## src/rtl/plic_pkg.sv

```systemverilog
// plic_pkg: register map offsets, parameter limits and decode kinds
// shared by the APB4 PLIC blocks.
package plic_pkg;

  localparam int MAX_IRQ    = 32;
  localparam int MAX_CTX    = 4;
  localparam int MAX_PRIO_W = 7;

  localparam logic [11:0] PRIO_OFF = 12'h000;
  localparam logic [11:0] PEND_OFF = 12'h080;
  localparam logic [11:0] TRIG_OFF = 12'h084;
  localparam logic [11:0] EN_OFF   = 12'h100;
  localparam logic [11:0] THR_OFF  = 12'h200;
  localparam logic [11:0] CLM_OFF  = 12'h204;

  typedef enum logic [2:0] {
    R_NONE,
    R_PRIO,
    R_PEND,
    R_TRIG,
    R_EN,
    R_THR,
    R_CLM
  } reg_e;

endpackage

```

## src/rtl/plic_gateway.sv

```systemverilog
// plic_gateway: per-source gate; forwards one request, then masks the
// source until the handler completes it (level or rising-edge input).
module plic_gateway (
  input  logic clk_i,
  input  logic rst_i,
  input  logic irq,
  input  logic edge_sel,
  input  logic claim,
  input  logic comp,
  output logic valid
);

  logic mask;
  logic irq_q;

  // completion reopens the gate in the same cycle so a held level re-pends
  always_comb begin
    valid = (edge_sel ? (irq & ~irq_q) : irq) & (~mask | comp);
  end

  always_ff @(posedge clk_i) begin
    if (rst_i) begin
      mask  <= 1'b0;
      irq_q <= 1'b0;
    end else begin
      irq_q <= irq;
      if (valid | claim) mask <= 1'b1;
      else if (comp)     mask <= 1'b0;
    end
  end

endmodule

```

## src/rtl/apb4_plic_ctx.sv

```systemverilog
// apb4_plic_ctx: APB4 PLIC with per-context claim/complete.
// Define PLIC_EDGE_TRIG_EN for per-source rising-edge triggers at 0x084.
module apb4_plic_ctx
  import plic_pkg::*;
#(
  parameter int IRQ_NUM    = 32,
  parameter int CTX_NUM    = 2,
  parameter int PRIO_WIDTH = 3
) (
  input  logic               clk_i,
  input  logic               rst_i,
  input  logic [11:0]        paddr_i,
  input  logic               psel_i,
  input  logic               penable_i,
  input  logic               pwrite_i,
  input  logic [31:0]        pwdata_i,
  output logic [31:0]        prdata_o,
  output logic               pready_o,
  output logic               pslverr_o,
  input  logic [IRQ_NUM-1:0] irq_i,
  output logic [CTX_NUM-1:0] eip_o
);

  localparam int IDW = $clog2(IRQ_NUM);

  if (IRQ_NUM < 2 || IRQ_NUM > MAX_IRQ ||
      CTX_NUM < 1 || CTX_NUM > MAX_CTX ||
      PRIO_WIDTH < 1 || PRIO_WIDTH > MAX_PRIO_W) begin : g_bad
    $error("apb4_plic_ctx: parameter out of range");
  end

  logic [PRIO_WIDTH-1:0] prio [IRQ_NUM];
  logic [IRQ_NUM-1:0]    en   [CTX_NUM];
  logic [PRIO_WIDTH-1:0] thr  [CTX_NUM];
  logic [IDW-1:0]        max_id [CTX_NUM];
  logic [PRIO_WIDTH-1:0] max_p  [CTX_NUM];
  logic [IRQ_NUM-1:0]    ip, trig, gw_valid, clm, comp;
  reg_e                  sel;
  logic [4:0]            src;
  logic [1:0]            ectx, tctx;
  logic                  acc, err, wr, rd;
  logic [31:0]           rdata;
  logic                  unused;

  assign src  = paddr_i[6:2];
  assign ectx = paddr_i[3:2];
  assign tctx = paddr_i[4:3];

  always_comb begin
    sel = R_NONE;
    if (paddr_i[1:0] == 2'b00) begin
      if (paddr_i[11:7] == PRIO_OFF[11:7] && {27'd0, src} < 32'(IRQ_NUM))
        sel = R_PRIO;
      else if (paddr_i == PEND_OFF)
        sel = R_PEND;
`ifdef PLIC_EDGE_TRIG_EN
      else if (paddr_i == TRIG_OFF)
        sel = R_TRIG;
`endif
      else if (paddr_i[11:4] == EN_OFF[11:4] && {30'd0, ectx} < 32'(CTX_NUM))
        sel = R_EN;
      else if (paddr_i[11:5] == THR_OFF[11:5] && {30'd0, tctx} < 32'(CTX_NUM))
        sel = (paddr_i[2] == CLM_OFF[2]) ? R_CLM : R_THR;
    end
  end

  assign acc       = psel_i & penable_i;
  assign err       = (sel == R_NONE) | (pwrite_i & (sel == R_PEND));
  assign wr        = acc & pwrite_i & ~err;
  assign rd        = acc & ~pwrite_i & ~err;
  assign pready_o  = 1'b1;
  assign pslverr_o = acc & err;
  assign prdata_o  = rd ? rdata : 32'd0;

  // ascending scan with strict '>' keeps the lowest ID on priority ties
  always_comb begin
    for (int c = 0; c < CTX_NUM; c++) begin
      max_id[c] = '0;
      max_p[c]  = thr[c];
      for (int i = 1; i < IRQ_NUM; i++) begin
        if (ip[i] && en[c][i] && prio[i] > max_p[c]) begin
          max_p[c]  = prio[i];
          max_id[c] = IDW'(i);
        end
      end
    end
  end

  always_comb begin
    clm  = '0;
    comp = '0;
    for (int c = 0; c < CTX_NUM; c++) begin
      if (acc && !err && sel == R_CLM && tctx == 2'(c)) begin
        for (int i = 1; i < IRQ_NUM; i++) begin
          if (!pwrite_i && max_id[c] == IDW'(i)) clm[i] = 1'b1;
          if (pwrite_i && pwdata_i == 32'(i) && en[c][i]) comp[i] = 1'b1;
        end
      end
    end
  end

  always_comb begin
    rdata = '0;
    unique case (sel)
      R_PRIO:
        for (int i = 0; i < IRQ_NUM; i++)
          if (src == 5'(i)) rdata = 32'(prio[i]);
      R_PEND: rdata = 32'(ip);
      R_TRIG: rdata = 32'(trig);
      R_EN:
        for (int c = 0; c < CTX_NUM; c++)
          if (ectx == 2'(c)) rdata = 32'(en[c]);
      R_THR:
        for (int c = 0; c < CTX_NUM; c++)
          if (tctx == 2'(c)) rdata = 32'(thr[c]);
      R_CLM:
        for (int c = 0; c < CTX_NUM; c++)
          if (tctx == 2'(c)) rdata = 32'(max_id[c]);
      default: rdata = '0;
    endcase
  end

  assign gw_valid[0] = 1'b0;
  for (genvar i = 1; i < IRQ_NUM; i++) begin : g_gw
    plic_gateway u_gw (
      .clk_i    (clk_i),
      .rst_i    (rst_i),
      .irq      (irq_i[i]),
      .edge_sel (trig[i]),
      .claim    (clm[i]),
      .comp     (comp[i]),
      .valid    (gw_valid[i])
    );
  end

`ifndef PLIC_EDGE_TRIG_EN
  assign trig = '0;
`endif

  always_ff @(posedge clk_i) begin
    if (rst_i) begin
      ip    <= '0;
      eip_o <= '0;
      for (int i = 0; i < IRQ_NUM; i++) prio[i] <= '0;
      for (int c = 0; c < CTX_NUM; c++) begin
        en[c]  <= '0;
        thr[c] <= '0;
      end
`ifdef PLIC_EDGE_TRIG_EN
      trig <= '0;
`endif
    end else begin
      for (int i = 1; i < IRQ_NUM; i++) begin
        if (clm[i])           ip[i] <= 1'b0;
        else if (gw_valid[i]) ip[i] <= 1'b1;
        if (wr && sel == R_PRIO && src == 5'(i))
          prio[i] <= pwdata_i[PRIO_WIDTH-1:0];
      end
      for (int c = 0; c < CTX_NUM; c++) begin
        if (wr && sel == R_EN && ectx == 2'(c))
          en[c] <= {pwdata_i[IRQ_NUM-1:1], 1'b0};
        if (wr && sel == R_THR && tctx == 2'(c))
          thr[c] <= pwdata_i[PRIO_WIDTH-1:0];
        eip_o[c] <= (max_id[c] != '0);
      end
`ifdef PLIC_EDGE_TRIG_EN
      if (wr && sel == R_TRIG)
        trig <= {pwdata_i[IRQ_NUM-1:1], 1'b0};
`endif
    end
  end

  assign unused = ^{irq_i[0], trig[0], clm[0], comp[0], gw_valid[0]};

endmodule

```

## config.mk

```make
export PLATFORM = sky130hd
export DESIGN_NAME = apb4_plic_ctx
export DESIGN_NICKNAME = d
export VERILOG_FILES = /design/src/rtl/plic_pkg.sv /design/src/rtl/plic_gateway.sv /design/src/rtl/apb4_plic_ctx.sv
export SDC_FILE = /design/constraint.sdc
export NUM_CORES = 1
export LEC_CHECK = 0
export CAP_MARGIN = 20
export CORE_ASPECT_RATIO = 1.4
export CORE_UTILIZATION = 65
export CTS_CLUSTER_DIAMETER = 80
export DETAILED_ROUTE_END_ITERATION = 10
export PLACE_DENSITY = 0.86
export SETUP_SLACK_MARGIN = 0.1
export SLEW_MARGIN = 15
export SYNTH_ARGS = -nofsm -noshare
export SYNTH_HDL_FRONTEND = slang
export SYNTH_SLANG_ARGS = --single-unit
```

## constraint.sdc

```tcl
create_clock -name clk_i -period 86.1 [get_ports clk_i]
set_input_delay 8.61 -clock clk_i [delete_from_list [all_inputs] [get_ports clk_i]]
set_output_delay 8.61 -clock clk_i [all_outputs]
set_load 0.005 [all_outputs]
```

==> results of run 1 <==
routing by layer:
metal / vias to the layer above / share of wire / GRT usage
met5: - / 0 / 0
met4: 0 / 0.086 / 0.347
met3: 393 / 0.11 / 0.0849
met2: 1453 / 0.46 / 0.765
met1: 10000 / 0.34 / 0.518
li1: 9620 / - / -
worst paths after layout:
path                           start                 end  slack (ns)  cells after the start
hold reg to reg   g_gw[16].u_gw.mask  g_gw[16].u_gw.mask        0.50                      2
hold / removal    g_gw[16].u_gw.mask  g_gw[16].u_gw.mask        0.50                      2
setup reg to reg          prio[0][4]   g_gw[9].u_gw.mask       30.57                    237
setup / recovery          prio[0][4]         prdata_o[3]       21.58                    238
metrics by stage:
step,power [W],instance area [sq um]
after floorplan,0.000379,20400
after global placement,0.000456,21800
after detailed placement,0.000467,21800
after CTS,0.000562,22500
after global routing,0.000608,22500
final,0.000577,22500
state kept, by name, indices dropped and copies added, names as in the netlist:
| register | count |
|---|---|
| prio | 93 |
| ip | 31 |
| thr | 6 |
| eip_o | 2 |
| en | 62 |
| g_gw.u_gw.mask | 31 |
area by class of cell:
class / instances / area share
Clock inverter: 13 / 0.00333
Inverter: 152 / 0.0253
Clock buffer: 28 / 0.0277
Multi-Input combinational cell: 2069 / 0.593
Sequential cell: 225 / 0.272
Tap cell: 390 / 0.0217
Timing Repair Buffer: 135 / 0.0571
kinds of logic (layout without fill, tap and decap cells):
group                    after synthesis  after routing  synth area share
multiplexers                         122            122            0.0686
AO/OA/AOI/OAI                        781            781             0.259
AND/OR/NAND/NOR                     1021           1021             0.243
buffers and inverters                250            328            0.0468
adder cells (fa/ha/maj)              124            124            0.0735
XOR/XNOR                              20             20           0.00860
other                                  1              1          0.000184
flip-flops                           225            225             0.300
cell usage after synthesis, drive strengths merged, types with 11 or more instances:
cell type,number,area (sq um)
nand2b,20,125
nand2,296,1110
edfxtp,161,4830
a41oi,11,96.3
a31o,14,123
a31oi,57,384
a211oi,19,158
o211ai,35,268
inv,149,559
o21bai,13,105
mux2,95,1070
nand4,17,106
and3,45,287
o22ai,16,100
o21a,21,158
nand3,110,551
a21o,12,90.1
nor2b,28,183
a21oi,172,861
xnor2,16,140
and2,87,547
nor2,279,1050
o211a,17,170
mux2i,23,234
clkbuf,84,317
o31ai,27,221
maj3,22,220
buf,14,66.3
nor3,44,230
ha,102,1280
nor4,20,176
nor3b,22,170
o2111ai,14,123
or3,12,80.1
or2,17,109
a22oi,66,495
o21ai,177,897
dfxtp,64,1280
power by group:
| part | internal, W | leakage (nW) | switching, W |
|---|---|---|---|
| clock | 0.0000517 | 0.348 | 0.0000450 |
| combinational | 0.000131 | 6.01 | 0.000215 |
| sequential | 0.000123 | 2.07 | 0.0000104 |
critical path: cells and delay by family (launching register included):
family | cells | cell delay (ns)
adder cells (fa/ha/maj) | 31 | 9.01
flip-flops | 1 | 0.55
buffers and inverters | 23 | 2.03
AND/OR/NAND/NOR | 75 | 13.18
multiplexers | 23 | 8.21
AO/OA/AOI/OAI | 86 | 22.29
==> results.sh, run 1 <==
export IMPL_hold_violations=0
export IMPL_viasPerCell=7.14
export IMPL_end_kind="output port"
export IMPL_ios=117
export IMPL_cpMostUsedCell="ha_1"
export IMPL_fin_nets=2789
export IMPL_placed_cells=2970
export IMPL_cts_setup_buffers=0
export IMPL_synth_distinct_cells=116
export IMPL_min_period_ns=64.52
export IMPL_syn_num_nets=2727
export IMPL_grt_pass1_wl_mm=112
export IMPL_cp_max_fo=10
export IMPL_fin_util=0.731
export IMPL_cp_required_ns=77.49
export IMPL_ctsHoldBuffers=0
export IMPL_cts_resized=0
export IMPL_worstSetupStartpointType="flip-flop"
export IMPL_setup_violations=0
export IMPL_die_w_microns=152
export IMPL_syn2layout_area_growth_pct=10.5
export IMPL_postSynthAreaPerCell_sq_um=8.01
export IMPL_gp_congestion=1.00
export IMPL_numCtsBuffers=23
export IMPL_grt_start_max_net_pins=52
export IMPL_final_cells=3012
export IMPL_power_density_nw_per_um2=25.6
export IMPL_clkSlewWorstSetupHoldPaths_ns=0.07
export IMPL_coreArea_sq_um=30800
export IMPL_cp_slowest_cell="a221oi_1"
export IMPL_crit_type="flip-flop to output port"
export IMPL_worstHoldPathType="flip-flop to flip-flop"
export IMPL_dieArea_sq_um=32100
export IMPL_syn_area_sq_um=20400
export IMPL_synth_edf_count=161
export IMPL_register_area_sq_um=6120
export IMPL_multi_input_area_sq_um=13400
export IMPL_ys_flop_type="edfxtp_1"
export IMPL_clock_fmax_mhz=15.5
export IMPL_rows=76
export IMPL_rsz0062_at_grt="false"
export IMPL_yosysWarnings=0
export IMPL_drv_cap=0
export IMPL_grt_pass1_vias=20800
export IMPL_portBuffers=114
export IMPL_num_vias=21500
export IMPL_crit_arrival_ns=55.91
export IMPL_cts_buffer_depth=3
export IMPL_synthCells=2544
export IMPL_drt_iter0_drc=2242
export IMPL_chipHeight_microns=211
export IMPL_totalWireLength_mm=74.6
export IMPL_irDropWorstVdd_mv=0.0435
export IMPL_whs_ns=0.501
export IMPL_h_tree_depth=1
export IMPL_ys_ff_latch=225
export IMPL_final_antenna_net_count=0
export IMPL_avgRoutedWirePerCell_microns=24.8
export IMPL_final_cell_mix="nand2_1, nor2_1, a21oi_1"
export IMPL_place_ws_ns=23.28
export IMPL_slew_headroom=0.290
export IMPL_p_leak_nw=8.42
export IMPL_antenna_found_initial=2
export IMPL_synthArstFlopShare=0
export IMPL_clkLatencyLatePin_ns=0.53
export IMPL_status="complete, no violations"
export IMPL_grt_overflow=0
export IMPL_numClockSinks=225
export IMPL_root_buffer="clkbuf_16"
export IMPL_fillers=2433
export IMPL_yosysSeqAreaShare=0.300
export IMPL_finalCritPeriodShare=0.749
export IMPL_skew_ns=0.0196
export IMPL_dpl_hpwl_mm=56.2
export IMPL_antenna_cells=0
export IMPL_slew_violations=0
export IMPL_tns_ns=0
export IMPL_critPathMaxStageDelay_ns=0.84
export IMPL_drive_above_1_share=0.0877
export IMPL_final_common_cell="nand2_1"
export IMPL_cts_tree="done"
export IMPL_tightest_slew_ns=1.06
export IMPL_drt_first_pass_iters=6
export IMPL_grt_usage=0.460
export IMPL_worst_slack_ns=21.58
export IMPL_start_util=0.661
export IMPL_drc=0
Power figures use the tool's default switching activity.
==> run 2: changes to the inputs <==
Settings changed: CORE_UTILIZATION 65 to 62, PLACE_DENSITY 0.86 to 0.82.
Clock period 86.1 ns to 59.8 ns, I/O delays scaled along.
==> run 2 against run 1 <==
Net effect:
- register-to-register slack got worse by 21 ns
- sequential share of layout area fell by 0.50 points
- wire length barely moved
- non-clock buffer count rose by 11
- clock power rose by 55%
- first-iteration DRC count rose by 14%
- count of clock-buffer cells in the layout rose by 3
- final cell count rose by 2.0%
- die area rose by 4.8%
- worst setup slack got worse by 18 ns
- flip-flop and latch count did not move
- core utilization fell by 2.3 points
- critical path type unchanged
==> results.sh, run 2 (synthesis results as in run 1) <==
export IMPL_rr_startpoint="thr[0][4]"
export IMPL_grt_pass1_vias=20600
export IMPL_fin_nets=2799
export IMPL_finalCritPeriodShare=0.946
export IMPL_stdcell_area_sq_um=22900
export IMPL_largest_reg_flops=93
export IMPL_dpl_hpwl_mm=55.7
export IMPL_h_tree_depth=1
export IMPL_min_period_ns=56.56
export IMPL_cp_slowest_cell="or4b_4"
export IMPL_drive_above_1_share=0.101
export IMPL_worst_path_stages=232
export IMPL_grt_pass1_wl_mm=113
export IMPL_final_common_cell="nand2_1"
export IMPL_drt_iter0_drc=2559
export IMPL_totalWireLength_mm=74.7
export IMPL_cts_buffer_depth=3
export IMPL_start_util=0.629
export IMPL_critPathMaxStageDelay_ns=0.58
export IMPL_tightest_slew_ns=0.993
export IMPL_chipHeight_microns=216
export IMPL_worstSetupStartpointType="flip-flop"
export IMPL_rows=78
export IMPL_fin_util=0.708
export IMPL_crit_start="thr[0][4]"
export IMPL_final_cell_mix="nand2_1, nor2_1, a21oi_1"
export IMPL_portBuffers=114
export IMPL_fillers=2658
export IMPL_drc=0
export IMPL_drt_first_pass_iters=9
export IMPL_p_leak_nw=8.53
export IMPL_grt_overflow=0
export IMPL_power_density_nw_per_um2=37.5
export IMPL_cts_tree="done"
export IMPL_numCtsBuffers=22
export IMPL_worstHoldPathType="flip-flop to flip-flop"
export IMPL_grt_usage=0.435
export IMPL_rsz0062_at_grt="false"
export IMPL_regMostFlops="prio"
export IMPL_dieArea_sq_um=33600
export IMPL_placed_area_sq_um=21900
export IMPL_top_regs="prio: 93 flops, en: 62 flops"
export IMPL_die_w_microns=155
export IMPL_clock_fmax_mhz=17.7
export IMPL_gp_congestion=1.04
export IMPL_hold_violations=0
export IMPL_crit_arrival_ns=50.58
export IMPL_avgRoutedWirePerCell_microns=24.3
export IMPL_root_buffer="clkbuf_16"
export IMPL_ctsHoldBuffers=0
export IMPL_grt_start_max_net_pins=47
export IMPL_worst_path_buf_inv=24
export IMPL_antenna_found_initial=0
export IMPL_rrSetupSlack_ns=9.55
export IMPL_slew_violations=0
export IMPL_cp_max_fo=13
export IMPL_setup_violations=0
export IMPL_reg2reg_depth=231
export IMPL_syn2layout_area_growth_pct=12.6
export IMPL_cpMostUsedCell="ha_1"
export IMPL_numClockSinks=225
export IMPL_viasPerCell=6.98
export IMPL_drv_cap=0
export IMPL_p_total_w=0.000860
export IMPL_min_path_cells=2
export IMPL_slew_headroom=0.333
export IMPL_clkLatencyLatePin_ns=0.52
export IMPL_antenna_cells=0
export IMPL_min_from="g_gw[16].u_gw.mask"
export IMPL_status="complete, no violations"
export IMPL_cp_top_family="compound AO/OA/AOI/OAI gates"
export IMPL_clkSlewWorstSetupHoldPaths_ns=0.07
export IMPL_irDropWorstVdd_mv=0.0457
export IMPL_crit_type="flip-flop to output port"
export IMPL_final_antenna_net_count=0
export IMPL_end_kind="output port"
export IMPL_skew_ns=0.0175
export IMPL_tns_ns=0
export IMPL_coreArea_sq_um=32400
export IMPL_num_vias=21500
export IMPL_ios=117
export IMPL_cp_required_ns=53.82
run 2: metal layers:
layer  track usage  vias up  routed length [microns]
met5             0        -                        0
met4         0.298        0                     5750
met3        0.0632      363                     7550
met2         0.736     1341                    35100
met1         0.508    10100                    26300
li1              -     9650                        -
run 2: power breakdown:
part / internal [W] / total [W] / switching [W]
Clock: 0.0000882 / 0.000150 / 0.0000620
Sequential: 0.000177 / 0.000192 / 0.0000148
Combinational: 0.000196 / 0.000518 / 0.000322
run 2: tightest hold or removal path: stages, from the launching register on:
cell	delay, ns
dfxtp_1	0.30
o41ai_1	0.07
a31oi_1	0.08
run 2: path summary, 6_finish.rpt:
path,end
max,prdata_o[3]
min,g_gw[16].u_gw.mask
max reg2reg,g_gw[9].u_gw.mask
min reg2reg,g_gw[16].u_gw.mask
run 2: per-stage QoR:
| step | hold slack, ns | std cells | setup slack [ns] |
|---|---|---|---|
| 2_1_floorplan | 0.470 | 2544 | 7.54 |
| 3_3_place_gp | 0.482 | 3025 | 1.48 |
| 3_5_place_dp | 0.500 | 3025 | 0.377 |
| 4_1_cts | 0.509 | 3065 | 0.316 |
| 5_1_grt | 0.549 | 3072 | 0.0575 |
| 6_report | 0.510 | 3072 | 3.24 |
run 2: area by class of cell:
| cell class | count | area (sq um) | share of cell area |
|---|---|---|---|
| Sequential cell | 225 | 6120 | 0.267 |
| Inverter | 152 | 571 | 0.0249 |
| Clock buffer | 31 | 646 | 0.0281 |
| Multi-Input combinational cell | 2069 | 13600 | 0.591 |
| Tap cell | 440 | 551 | 0.0240 |
| Clock inverter | 9 | 120 | 0.00524 |
| Timing Repair Buffer | 146 | 1370 | 0.0597 |
run 2: timing repair:
item | CTS | global route
hold endpoints to repair | 0 | 0
pin swaps | 0 | 4
setup endpoints to repair | 3 | 5
resized for setup | 3 | 43
setup buffers | 0 | 7
